<file path="config.mk">
export PLATFORM = sky130hd
export DESIGN_NAME = wts_wave_memory_arbiter_flat
export DESIGN_NICKNAME = d
export VERILOG_FILES = /design/src/rtl/wts_wave_memory_arbiter_pkg.sv /design/src/rtl/wts_wave_memory_arbiter_if.sv /design/src/rtl/wts_wave_memory_arbiter_addr_map.sv /design/src/rtl/wts_wave_memory_arbiter.sv /design/src/flat_wrapper.sv
export SDC_FILE = /design/constraint.sdc
export NUM_CORES = 1
export LEC_CHECK = 0
export CORE_ASPECT_RATIO = 1.4
export CORE_MARGIN = 2
export CORE_UTILIZATION = 49
export DETAILED_ROUTE_END_ITERATION = 8
export PLACE_DENSITY = 0.84
export SLEW_MARGIN = 20
export SYNTH_ARGS = -nofsm -noshare
export SYNTH_HDL_FRONTEND = slang
export SYNTH_SLANG_ARGS = --single-unit
</file>
<file path="constraint.sdc">
create_clock -name clk -period 3.5 [get_ports clk]
set_input_delay 0.875 -clock clk [delete_from_list [all_inputs] [get_ports clk]]
set_output_delay 0.875 -clock clk [all_outputs]
set_load 0.02 [all_outputs]
</file>
<file path="src/rtl/wts_wave_memory_arbiter_pkg.sv">
// Shared types and constants for the wave RAM arbiter: request modes,
// RAM geometry, the SCC channel 3/4 mirror pair and the arbiter FSM states.
package wts_wave_pkg;

    localparam int CH_NUM        = 10;
    localparam int IDX_W         = 7;
    localparam int CH_W          = 4;
    localparam int AW            = CH_W + IDX_W;
    localparam int SCC_IDX_W     = 5;
    localparam int MIRROR_SRC_CH = 3;
    localparam int MIRROR_DST_CH = 4;

    typedef enum logic [1:0] {
        MODE_SCC  = 2'd0,
        MODE_SCCI = 2'd1,
        MODE_WTS  = 2'd2
    } mode_t;

    typedef enum logic {
        ST_IDLE   = 1'b0,
        ST_MIRROR = 1'b1
    } state_t;

    // SCC and SCC-I only expose 32 samples per channel; mode 3 behaves as WTS.
    function automatic logic is_scc_family(input logic [1:0] mode);
        return (mode == MODE_SCC) || (mode == MODE_SCCI);
    endfunction

endpackage

</file>
<file path="src/rtl/wts_wave_memory_arbiter_if.sv">
// CPU request port, sound fetch port and wave RAM port of the arbiter.
// slave = arbiter side, master = requesters plus RAM.
interface wts_wave_memory_arbiter_if;
    import wts_wave_pkg::*;

    logic             cpu_valid;
    logic             cpu_ready;
    logic             cpu_write;
    logic [1:0]       cpu_mode;
    logic [CH_W-1:0]  cpu_ch;
    logic [IDX_W-1:0] cpu_idx;
    logic [7:0]       cpu_wdata;
    logic [7:0]       cpu_rdata;
    logic             cpu_rdata_valid;

    logic             snd_valid;
    logic             snd_ready;
    logic [CH_W-1:0]  snd_ch;
    logic [IDX_W-1:0] snd_idx;
    logic [7:0]       snd_rdata;
    logic             snd_rdata_valid;

    logic             ram_ce;
    logic             ram_we;
    logic [AW-1:0]    ram_addr;
    logic [7:0]       ram_wdata;
    logic [7:0]       ram_rdata;

    modport slave (
        input  cpu_valid, cpu_write, cpu_mode, cpu_ch, cpu_idx, cpu_wdata,
        input  snd_valid, snd_ch, snd_idx, ram_rdata,
        output cpu_ready, cpu_rdata, cpu_rdata_valid,
        output snd_ready, snd_rdata, snd_rdata_valid,
        output ram_ce, ram_we, ram_addr, ram_wdata
    );

    modport master (
        output cpu_valid, cpu_write, cpu_mode, cpu_ch, cpu_idx, cpu_wdata,
        output snd_valid, snd_ch, snd_idx, ram_rdata,
        input  cpu_ready, cpu_rdata, cpu_rdata_valid,
        input  snd_ready, snd_rdata, snd_rdata_valid,
        input  ram_ce, ram_we, ram_addr, ram_wdata
    );

endinterface

</file>
<file path="src/rtl/wts_wave_memory_arbiter_addr_map.sv">
// Combinational mapping of a (mode, channel, index) request onto the wave RAM
// address, flagging writes that must be dropped and out-of-range reads.
module wts_wave_addr_map
    import wts_wave_pkg::*;
(
    input  logic [1:0]       i_mode,
    input  logic [CH_W-1:0]  i_ch,
    input  logic [IDX_W-1:0] i_idx,
    input  logic             i_is_cpu,
    output logic [AW-1:0]    o_addr,
    output logic             o_drop,
    output logic             o_oob_read
);

    logic             w_oob;
    logic             w_scc_ch4;
    logic [CH_W-1:0]  w_ch;
    logic [IDX_W-1:0] w_idx;

    always_comb begin
        w_oob     = (i_ch >= CH_W'(CH_NUM));
        // SCC channel 4 has no storage of its own: it shadows channel 3.
        w_scc_ch4 = i_is_cpu && (i_mode == MODE_SCC) && (i_ch == CH_W'(MIRROR_DST_CH));
        w_idx     = i_idx;
        if (i_is_cpu && is_scc_family(i_mode)) begin
            w_idx[IDX_W-1:SCC_IDX_W] = '0;
        end
        w_ch       = w_scc_ch4 ? CH_W'(MIRROR_SRC_CH) : i_ch;
        o_addr     = {w_ch, w_idx};
        o_drop     = w_oob || w_scc_ch4;
        o_oob_read = w_oob;
    end

endmodule

</file>
<file path="src/rtl/wts_wave_memory_arbiter.sv">
// Arbitrates the single-port wave RAM between the slot-bus CPU and the sound
// fetcher, with alternating priority and the SCC channel 3 -> 4 mirror write.
module wts_wave_memory_arbiter
    import wts_wave_pkg::*;
(
    input  logic                      clk,
    input  logic                      nreset,
    wts_wave_memory_arbiter_if.slave  bus
);

    state_t           r_state;
    state_t           w_state_next;
    logic             r_last_cpu;
    logic [IDX_W-1:0] r_mirror_idx;
    logic [7:0]       r_mirror_data;

    logic             r_ram_ce, r_ram_we;
    logic [AW-1:0]    r_ram_addr;
    logic [7:0]       r_ram_wdata;
    logic             w_ram_ce_next, w_ram_we_next;
    logic [AW-1:0]    w_ram_addr_next;
    logic [7:0]       w_ram_wdata_next;

    logic             r_p1_cpu, r_p1_snd, r_p1_oob;
    logic             r_p2_cpu, r_p2_snd, r_p2_oob;
    logic             w_p1_cpu_next, w_p1_snd_next, w_p1_oob_next;
    logic [7:0]       r_cpu_rdata, r_snd_rdata;
    logic             r_cpu_rdata_valid, r_snd_rdata_valid;

    logic             w_cpu_grant, w_snd_grant, w_mirror_start;
    logic [AW-1:0]    w_cpu_addr, w_snd_addr;
    logic             w_cpu_drop, w_cpu_oob, w_snd_drop, w_snd_oob;

    wts_wave_addr_map u_cpu_map (
        .i_mode     (bus.cpu_mode),
        .i_ch       (bus.cpu_ch),
        .i_idx      (bus.cpu_idx),
        .i_is_cpu   (1'b1),
        .o_addr     (w_cpu_addr),
        .o_drop     (w_cpu_drop),
        .o_oob_read (w_cpu_oob)
    );

    wts_wave_addr_map u_snd_map (
        .i_mode     (2'(MODE_WTS)),
        .i_ch       (bus.snd_ch),
        .i_idx      (bus.snd_idx),
        .i_is_cpu   (1'b0),
        .o_addr     (w_snd_addr),
        .o_drop     (w_snd_drop),
        .o_oob_read (w_snd_oob)
    );

    always_comb begin
        w_state_next     = r_state;
        w_cpu_grant      = 1'b0;
        w_snd_grant      = 1'b0;
        w_mirror_start   = 1'b0;
        w_ram_ce_next    = 1'b0;
        w_ram_we_next    = 1'b0;
        w_ram_addr_next  = r_ram_addr;
        w_ram_wdata_next = r_ram_wdata;
        w_p1_cpu_next    = 1'b0;
        w_p1_snd_next    = 1'b0;
        w_p1_oob_next    = 1'b0;
        case (r_state)
            ST_IDLE: begin
                // On contention the side that lost last time wins this time.
                if (bus.cpu_valid && !(bus.snd_valid && r_last_cpu)) begin
                    w_cpu_grant = 1'b1;
                end else if (bus.snd_valid) begin
                    w_snd_grant = 1'b1;
                end
                if (w_cpu_grant) begin
                    if (bus.cpu_write) begin
                        if (!w_cpu_drop) begin
                            w_ram_ce_next    = 1'b1;
                            w_ram_we_next    = 1'b1;
                            w_ram_addr_next  = w_cpu_addr;
                            w_ram_wdata_next = bus.cpu_wdata;
                        end
                        if ((bus.cpu_mode == MODE_SCC) && (bus.cpu_ch == CH_W'(MIRROR_SRC_CH))) begin
                            w_mirror_start = 1'b1;
                            w_state_next   = ST_MIRROR;
                        end
                    end else begin
                        w_p1_cpu_next = 1'b1;
                        w_p1_oob_next = w_cpu_oob;
                        if (!w_cpu_oob) begin
                            w_ram_ce_next   = 1'b1;
                            w_ram_addr_next = w_cpu_addr;
                        end
                    end
                end else if (w_snd_grant) begin
                    w_p1_snd_next = 1'b1;
                    w_p1_oob_next = w_snd_oob;
                    if (!w_snd_drop) begin
                        w_ram_ce_next   = 1'b1;
                        w_ram_addr_next = w_snd_addr;
                    end
                end
            end
            ST_MIRROR: begin
                w_ram_ce_next    = 1'b1;
                w_ram_we_next    = 1'b1;
                w_ram_addr_next  = {CH_W'(MIRROR_DST_CH), r_mirror_idx};
                w_ram_wdata_next = r_mirror_data;
                w_state_next     = ST_IDLE;
            end
            default: w_state_next = ST_IDLE;
        endcase
    end

    always_ff @(posedge clk or negedge nreset) begin
        if (!nreset) begin
            r_state           <= ST_IDLE;
            r_last_cpu        <= 1'b0;
            r_mirror_idx      <= '0;
            r_mirror_data     <= '0;
            r_ram_ce          <= 1'b0;
            r_ram_we          <= 1'b0;
            r_ram_addr        <= '0;
            r_ram_wdata       <= '0;
            r_p1_cpu          <= 1'b0;
            r_p1_snd          <= 1'b0;
            r_p1_oob          <= 1'b0;
            r_p2_cpu          <= 1'b0;
            r_p2_snd          <= 1'b0;
            r_p2_oob          <= 1'b0;
            r_cpu_rdata       <= '0;
            r_snd_rdata       <= '0;
            r_cpu_rdata_valid <= 1'b0;
            r_snd_rdata_valid <= 1'b0;
        end else begin
            r_state <= w_state_next;
            if (w_cpu_grant) begin
                r_last_cpu <= 1'b1;
            end else if (w_snd_grant) begin
                r_last_cpu <= 1'b0;
            end
            if (w_mirror_start) begin
                r_mirror_idx  <= w_cpu_addr[IDX_W-1:0];
                r_mirror_data <= bus.cpu_wdata;
            end
            r_ram_ce    <= w_ram_ce_next;
            r_ram_we    <= w_ram_we_next;
            r_ram_addr  <= w_ram_addr_next;
            r_ram_wdata <= w_ram_wdata_next;
            // Stage 1 tracks the RAM access cycle, stage 2 the data-return cycle.
            r_p1_cpu <= w_p1_cpu_next;
            r_p1_snd <= w_p1_snd_next;
            r_p1_oob <= w_p1_oob_next;
            r_p2_cpu <= r_p1_cpu;
            r_p2_snd <= r_p1_snd;
            r_p2_oob <= r_p1_oob;
            r_cpu_rdata_valid <= r_p2_cpu;
            r_snd_rdata_valid <= r_p2_snd;
            if (r_p2_cpu) begin
                r_cpu_rdata <= r_p2_oob ? 8'hFF : bus.ram_rdata;
            end
            if (r_p2_snd) begin
                r_snd_rdata <= r_p2_oob ? 8'h00 : bus.ram_rdata;
            end
        end
    end

    assign bus.cpu_ready       = w_cpu_grant;
    assign bus.snd_ready       = w_snd_grant;
    assign bus.ram_ce          = r_ram_ce;
    assign bus.ram_we          = r_ram_we;
    assign bus.ram_addr        = r_ram_addr;
    assign bus.ram_wdata       = r_ram_wdata;
    assign bus.cpu_rdata       = r_cpu_rdata;
    assign bus.cpu_rdata_valid = r_cpu_rdata_valid;
    assign bus.snd_rdata       = r_snd_rdata;
    assign bus.snd_rdata_valid = r_snd_rdata_valid;

endmodule

</file>
<file path="src/flat_wrapper.sv">
// flat-port wrapper written by rule: the top's interface ports become plain ports
module wts_wave_memory_arbiter_flat import wts_wave_pkg::*;
  (clk, nreset, bus_cpu_valid, bus_cpu_write, bus_cpu_mode, bus_cpu_ch, bus_cpu_idx, bus_cpu_wdata, bus_snd_valid, bus_snd_ch, bus_snd_idx, bus_ram_rdata, bus_cpu_ready, bus_cpu_rdata, bus_cpu_rdata_valid, bus_snd_ready, bus_snd_rdata, bus_snd_rdata_valid, bus_ram_ce, bus_ram_we, bus_ram_addr, bus_ram_wdata);
  wts_wave_memory_arbiter_if bus_i ();
  input  logic clk;
  input  logic nreset;
  input wire logic [$bits(bus_i.cpu_valid)-1:0] bus_cpu_valid;
  input wire logic [$bits(bus_i.cpu_write)-1:0] bus_cpu_write;
  input wire logic [$bits(bus_i.cpu_mode)-1:0] bus_cpu_mode;
  input wire logic [$bits(bus_i.cpu_ch)-1:0] bus_cpu_ch;
  input wire logic [$bits(bus_i.cpu_idx)-1:0] bus_cpu_idx;
  input wire logic [$bits(bus_i.cpu_wdata)-1:0] bus_cpu_wdata;
  input wire logic [$bits(bus_i.snd_valid)-1:0] bus_snd_valid;
  input wire logic [$bits(bus_i.snd_ch)-1:0] bus_snd_ch;
  input wire logic [$bits(bus_i.snd_idx)-1:0] bus_snd_idx;
  input wire logic [$bits(bus_i.ram_rdata)-1:0] bus_ram_rdata;
  output wire logic [$bits(bus_i.cpu_ready)-1:0] bus_cpu_ready;
  output wire logic [$bits(bus_i.cpu_rdata)-1:0] bus_cpu_rdata;
  output wire logic [$bits(bus_i.cpu_rdata_valid)-1:0] bus_cpu_rdata_valid;
  output wire logic [$bits(bus_i.snd_ready)-1:0] bus_snd_ready;
  output wire logic [$bits(bus_i.snd_rdata)-1:0] bus_snd_rdata;
  output wire logic [$bits(bus_i.snd_rdata_valid)-1:0] bus_snd_rdata_valid;
  output wire logic [$bits(bus_i.ram_ce)-1:0] bus_ram_ce;
  output wire logic [$bits(bus_i.ram_we)-1:0] bus_ram_we;
  output wire logic [$bits(bus_i.ram_addr)-1:0] bus_ram_addr;
  output wire logic [$bits(bus_i.ram_wdata)-1:0] bus_ram_wdata;
  assign bus_i.cpu_valid = bus_cpu_valid;
  assign bus_i.cpu_write = bus_cpu_write;
  assign bus_i.cpu_mode = bus_cpu_mode;
  assign bus_i.cpu_ch = bus_cpu_ch;
  assign bus_i.cpu_idx = bus_cpu_idx;
  assign bus_i.cpu_wdata = bus_cpu_wdata;
  assign bus_i.snd_valid = bus_snd_valid;
  assign bus_i.snd_ch = bus_snd_ch;
  assign bus_i.snd_idx = bus_snd_idx;
  assign bus_i.ram_rdata = bus_ram_rdata;
  assign bus_cpu_ready = bus_i.cpu_ready;
  assign bus_cpu_rdata = bus_i.cpu_rdata;
  assign bus_cpu_rdata_valid = bus_i.cpu_rdata_valid;
  assign bus_snd_ready = bus_i.snd_ready;
  assign bus_snd_rdata = bus_i.snd_rdata;
  assign bus_snd_rdata_valid = bus_i.snd_rdata_valid;
  assign bus_ram_ce = bus_i.ram_ce;
  assign bus_ram_we = bus_i.ram_we;
  assign bus_ram_addr = bus_i.ram_addr;
  assign bus_ram_wdata = bus_i.ram_wdata;
  wts_wave_memory_arbiter u_core (.clk(clk), .nreset(nreset), .bus(bus_i));
endmodule
</file>
# ---- Yosys cells after proc, flatten, opt, wreduce, memory -nomap -nowiden
# Index checks and enable logic that the tools add are counted.
dict set report totals {
  reg_bits 62
  latchBits 0
  ram_bits 0
  rom_bits 0
  n_memories 0
}
dict set report classes {
  add_sub_neg 0
  mul 0
  div_mod_pow 0
  order_cmp 2
  n_eq_ne 10
  n_shift 0
  muxes 49
  bitwise 1
  reduce_logical 11
}
# cell count
set ops {}
lappend ops {{11-bit 2-to-1 mux} 6}
lappend ops {{8-bit 2-to-1 mux} 5}
lappend ops {{1-bit 2-to-1 mux} 31}
lappend ops {{11-bit case mux with 2 select lines} 1}
lappend ops {{8-bit case mux with 2 select lines} 1}
lappend ops {{4-bit >= comparator (second input constant)} 2}
lappend ops {{4-bit != test (second input constant)} 2}
lappend ops {{2-bit != test (second input constant)} 3}
lappend ops {{3-bit != test (second input constant)} 2}
lappend ops {{1-bit case mux with 2 select lines} 3}
lappend ops {{4-bit by 2-bit equality test with 1-bit output (second input constant)} 1}
lappend ops {{4-bit by 3-bit equality test with 1-bit output (second input constant)} 1}
lappend ops {{1-bit logical AND} 4}
lappend ops {{4-bit 2-to-1 mux} 1}
lappend ops {{4-bit AND reduction} 1}
lappend ops {{3-bit AND reduction} 1}
lappend ops {{2-bit by 1-bit equality test with 1-bit output (second input constant)} 1}
lappend ops {{2-bit logical NOT} 1}
lappend ops {{1-bit logical OR} 2}
lappend ops {{2-bit 2-to-1 mux} 1}
lappend ops {{2-bit nonzero test} 1}
lappend ops {{1-bit logical NOT} 1}
lappend ops {{1-bit NOT} 1}

# ---- Depth between registers and ports, before layout
dict set report depth {
  depth_word 8
  depth_mapped 6
  ltp_nobuf 5
}

# ---- By module
# Synthesis repeated with hierarchy kept, for this count alone.
dict set report unflattened {
  hier_cells 273
  area_unflattened_um2 2951.6
}
# module n_inst cells_each area_per_inst_um2 seq_area_each_um2
set by_module_without_submodules {}
lappend by_module_without_submodules {wts_wave_memory_arbiter 1 237 2711.4 1551.5}
lappend by_module_without_submodules {wts_wave_addr_map 2 18 120.1 0.0}

# ---- Worst setup path before layout
# OpenSTA, ideal clock, no wires.
dict set report synth_path {
  kind {input to output}
  from {in bus_cpu_valid}
  to {out bus_snd_ready}
  t_arrival_ns 1.850
  t_required_ns 2.625
  setup_slack_ns 0.775
  stages 3
  path_cell_list {a21boi_2 -> buf_2 -> nor3b_1}
}
dict set report synth_between {
  elab_chain_cells 4
}
# item line
set synth_lines {}
lappend synth_lines {{from (decl)} flat_wrapper.sv:7} ;# input wire logic [$bits(bus_i.cpu_valid)-1:0] bus_cpu_valid;
lappend synth_lines {{1-bit logical AND} wts_wave_memory_arbiter.sv:69} ;# if (bus.cpu_valid && !(bus.snd_valid && r_last_cpu)) begin
lappend synth_lines {{1-bit 2-to-1 mux} wts_wave_memory_arbiter.sv:69}
lappend synth_lines {{1-bit 2-to-1 mux (2 in a row)} wts_wave_memory_arbiter.sv:66} ;# case (r_state)
lappend synth_lines {{to (decl)} flat_wrapper.sv:20} ;# output wire logic [$bits(bus_i.snd_ready)-1:0] bus_snd_ready;
# Every way passes these cells. The select of a mux whose other input is x is not followed.

# ---- Worst setup path after layout
# Same ends and word-level chain as after synthesis.

==> run metrics <==
# IOs=between 80 and 90; CP startpoint kind=input pin; multi-input logic area=just over 1000 sq um; Reg clk slew, reported paths=0.06 ns; Fillers=roughly 370; GPL Wtd Cong=0.832; Non-Filler Instances=388; Post-Route Setup TNS=0 ns; fmax=between 0.2 and 0.3 GHz; most frequent CP cell=clkdlybuf4s50_1; maxcap violations=0; skew final=between 0.007 and 0.008 ns; fin crit share=96.6%; yosys warns=0; hold crit path type=flop to flop; wire per inst=15.1 um; # rows=31; Worst-Skew Late Latency=roughly 0.33 ns; crit path max fanout=4; outcome=finished, final reports clean; cells resized by post-CTS repair=1; worst path arrival time=2.51 ns; Pwr Total=2.09 mW; Crit. End Element=output port; clk sink count=62; Gate Count Post-Synth=about 230; DR iter-0 viols=127; Overflow after GRT=0; router iterations before antenna repair=4; Post-DP Area=between 3000 and 4000 sq um; Syn Nets=270; share of layout cells above drive strength 1=roughly a fifth; WS Path Type=input pin to output port; CTS tree=built; GR Util All Layers=21.4%; DP Cell Count=373; core area=~5200 sq um; number of global-route vias before repair=1979; Crit-path slowest cell=clkdlybuf4s50_1; CP Buf/Inv Count=2; CTS buffer count=9; die width=66.6 um; power per cell area=545 nW/um^2; via count=2000; Pleak=1.70 nW; Tmin final=roughly 3.4 ns; Final setup viols=0; Layout Utilization=73.2%; Final Net Count=363; Final Max Slew Viols=0; CTS max path bufs=2; Routed WL=between 5000 and 6000 um; Clk Tree Root Cell=clkbuf_8; syn_area_per_cell=11.9 sq um; largest net degree at the start of global routing=30; RSZ-0062 raised after global routing=no; area occupied by registers=around 1600 sq um; cell area after synthesis=roughly 2700 sq um; VDD IR max=0.435 mV; #FFs+latches synth=62; Synth top area share=57.8%; CTS Hold Bufs=0; H-tree Lvls=3; number of setup buffers added after CTS=0; I/O Buffers=85; die area=6100 sq um; area leader, netlist=dfrtp_1; first-pass GRT wire length=9680 um; initial antenna violation count=0; Initial Util=approximately half; WP data required=~2.6 ns; post-DP HPWL=4330 um; Seq/Total Area, Yosys=57.8%; Via-to-Cell Ratio=5.15; Worst-Margin Slew=0.490 ns; Top delay family on crit path=buffers and inverters; ANT cells=0; post-route antenna net violation count=0; Final Hold Fails=0; Area Growth Syn to Fin=42.7%; drt drc=0; Yosys cell types=33; Relative slew margins=67.3%; Die Ht=91.6 um; critical path, cell by cell=clkdlybuf4s50_1, a21boi_2, nor3b_2, clkdlybuf4s50_1; final instance area=3830 sq um; CP max stage delay=just under 0.7 ns; synth top area cells=dfrtp_1 (58%), mux2_2 (6.3%), mux2_4 (4.5%)
worst register-to-register path: stages, from the launching register on:
cell,delay (ns)
dfrtp_1,0.56
nand2b_1,0.25
buf_4,0.16
nor3_4,0.16
buf_4,0.26
mux2_2,0.37
path summary, 6_finish.rpt:
check                                      from                 endpoint  slack (ns)  cells after the start
worst min-delay path            u_core.r_p1_cpu          u_core.r_p2_cpu        0.35                      0
worst max-delay path              bus_cpu_valid            bus_snd_ready        0.12                      4
max in group asynchronous                nreset   u_core.bus.ram_addr[4]        2.35                      2
min in group asynchronous                nreset           u_core.r_state        0.45                      1
worst max register to register   u_core.r_state  u_core.r_mirror_data[6]        1.62                      5
worst min register to register  u_core.r_p1_cpu          u_core.r_p2_cpu        0.35                      0
cells by family (layout without fill, tap and decap cells):
| logic type | Yosys count | in the layout | share of synthesized area (%) |
|---|---|---|---|
| AO/OA/AOI/OAI | 45 | 45 | 11.7 |
| buffers and inverters | 23 | 120 | 3.87 |
| flip-flops | 62 | 62 | 57.8 |
| multiplexers | 31 | 31 | 13.7 |
| AND/OR/NAND/NOR | 64 | 64 | 12.9 |
cells in the mapped netlist (all sizes together):
| cell type | number |
|---|---|
| and2 | 2 |
| buf | 6 |
| a21boi | 1 |
| nor2b | 2 |
| a31oi | 1 |
| nand2 | 12 |
| dfrtp | 62 |
| nor3 | 3 |
| o221a | 8 |
| mux2 | 23 |
| nor3b | 2 |
| o21ai | 16 |
| nand2b | 10 |
| a21bo | 1 |
| inv | 11 |
| nor2 | 23 |
| nand3b | 9 |
| a311o | 1 |
| a211oi | 3 |
| mux2i | 8 |
| nor4b | 1 |
| a21o | 3 |
| clkbuf | 6 |
| a311oi | 1 |
| o21a | 1 |
| a21oi | 9 |
state kept, by name, summed over array words and instances, names as in the netlist:
register                    flops
u_core.bus.ram_addr            11
u_core.bus.cpu_rdata            8
u_core.bus.ram_wdata            8
u_core.bus.snd_rdata            8
u_core.r_mirror_data            8
u_core.r_mirror_idx             7
u_core.bus.cpu_rdata_valid      1
u_core.bus.ram_ce               1
u_core.bus.ram_we               1
u_core.bus.snd_rdata_valid      1
u_core.r_last_cpu               1
u_core.r_p1_cpu                 1
u_core.r_p1_oob                 1
u_core.r_p1_snd                 1
u_core.r_p2_cpu                 1
u_core.r_p2_oob                 1
u_core.r_p2_snd                 1
u_core.r_state                  1
metal layers:
metal  vias to the layer above  part of all wire [%]  GRT usage [%]
met1                       954                    42           26.8
met5                         -                     0              0
met3                         8                   4.7           5.08
li1                        970                     -              -
met4                         0                   1.6           8.16
met2                        68                    52           35.3
layout by cell type (no fill, tap or decap), drive strengths merged, types with 2 or more instances in the layout:
| master | Yosys | layout |
|---|---|---|
| nor3b | 2 | 2 |
| clkdlybuf4s50 | 0 | 84 |
| a21o | 3 | 3 |
| nor2 | 23 | 23 |
| and2 | 2 | 2 |
| o221a | 8 | 8 |
| dfrtp | 62 | 62 |
| nand2b | 10 | 10 |
| nor2b | 2 | 2 |
| nor3 | 3 | 3 |
| mux2i | 8 | 8 |
| o21ai | 16 | 16 |
| inv | 11 | 11 |
| clkbuf | 6 | 12 |
| a211oi | 3 | 3 |
| nand3b | 9 | 9 |
| mux2 | 23 | 23 |
| buf | 6 | 10 |
| nand2 | 12 | 12 |
| a21oi | 9 | 9 |
where the power goes:
group          internal, mW  switching, mW  total (mW)
clock network         0.382          0.263       0.645
registers             0.821         0.0665       0.888
logic                 0.306          0.248       0.554
total                  1.51          0.577        2.09
per-stage QoR:
stage                     hold WS, ns  setup slack, ns
after floorplan                 0.331            0.775
after global placement          0.331           0.0738
after detailed placement        0.341          -0.0389
after CTS                       0.354            0.134
after global routing            0.353           0.0603
final                           0.348            0.118
layout make-up:
cell class                 count  share of cell area [%]
clock buffer                  12                    4.31
clock inverter                 3                    1.11
inverter                      11                    1.08
multi-input combinational    140                    27.0
sequential                    62                    40.5
tap                           66                    2.16
timing repair buffer          94                    23.8
Note: power is estimated with default switching activity, not from simulation.
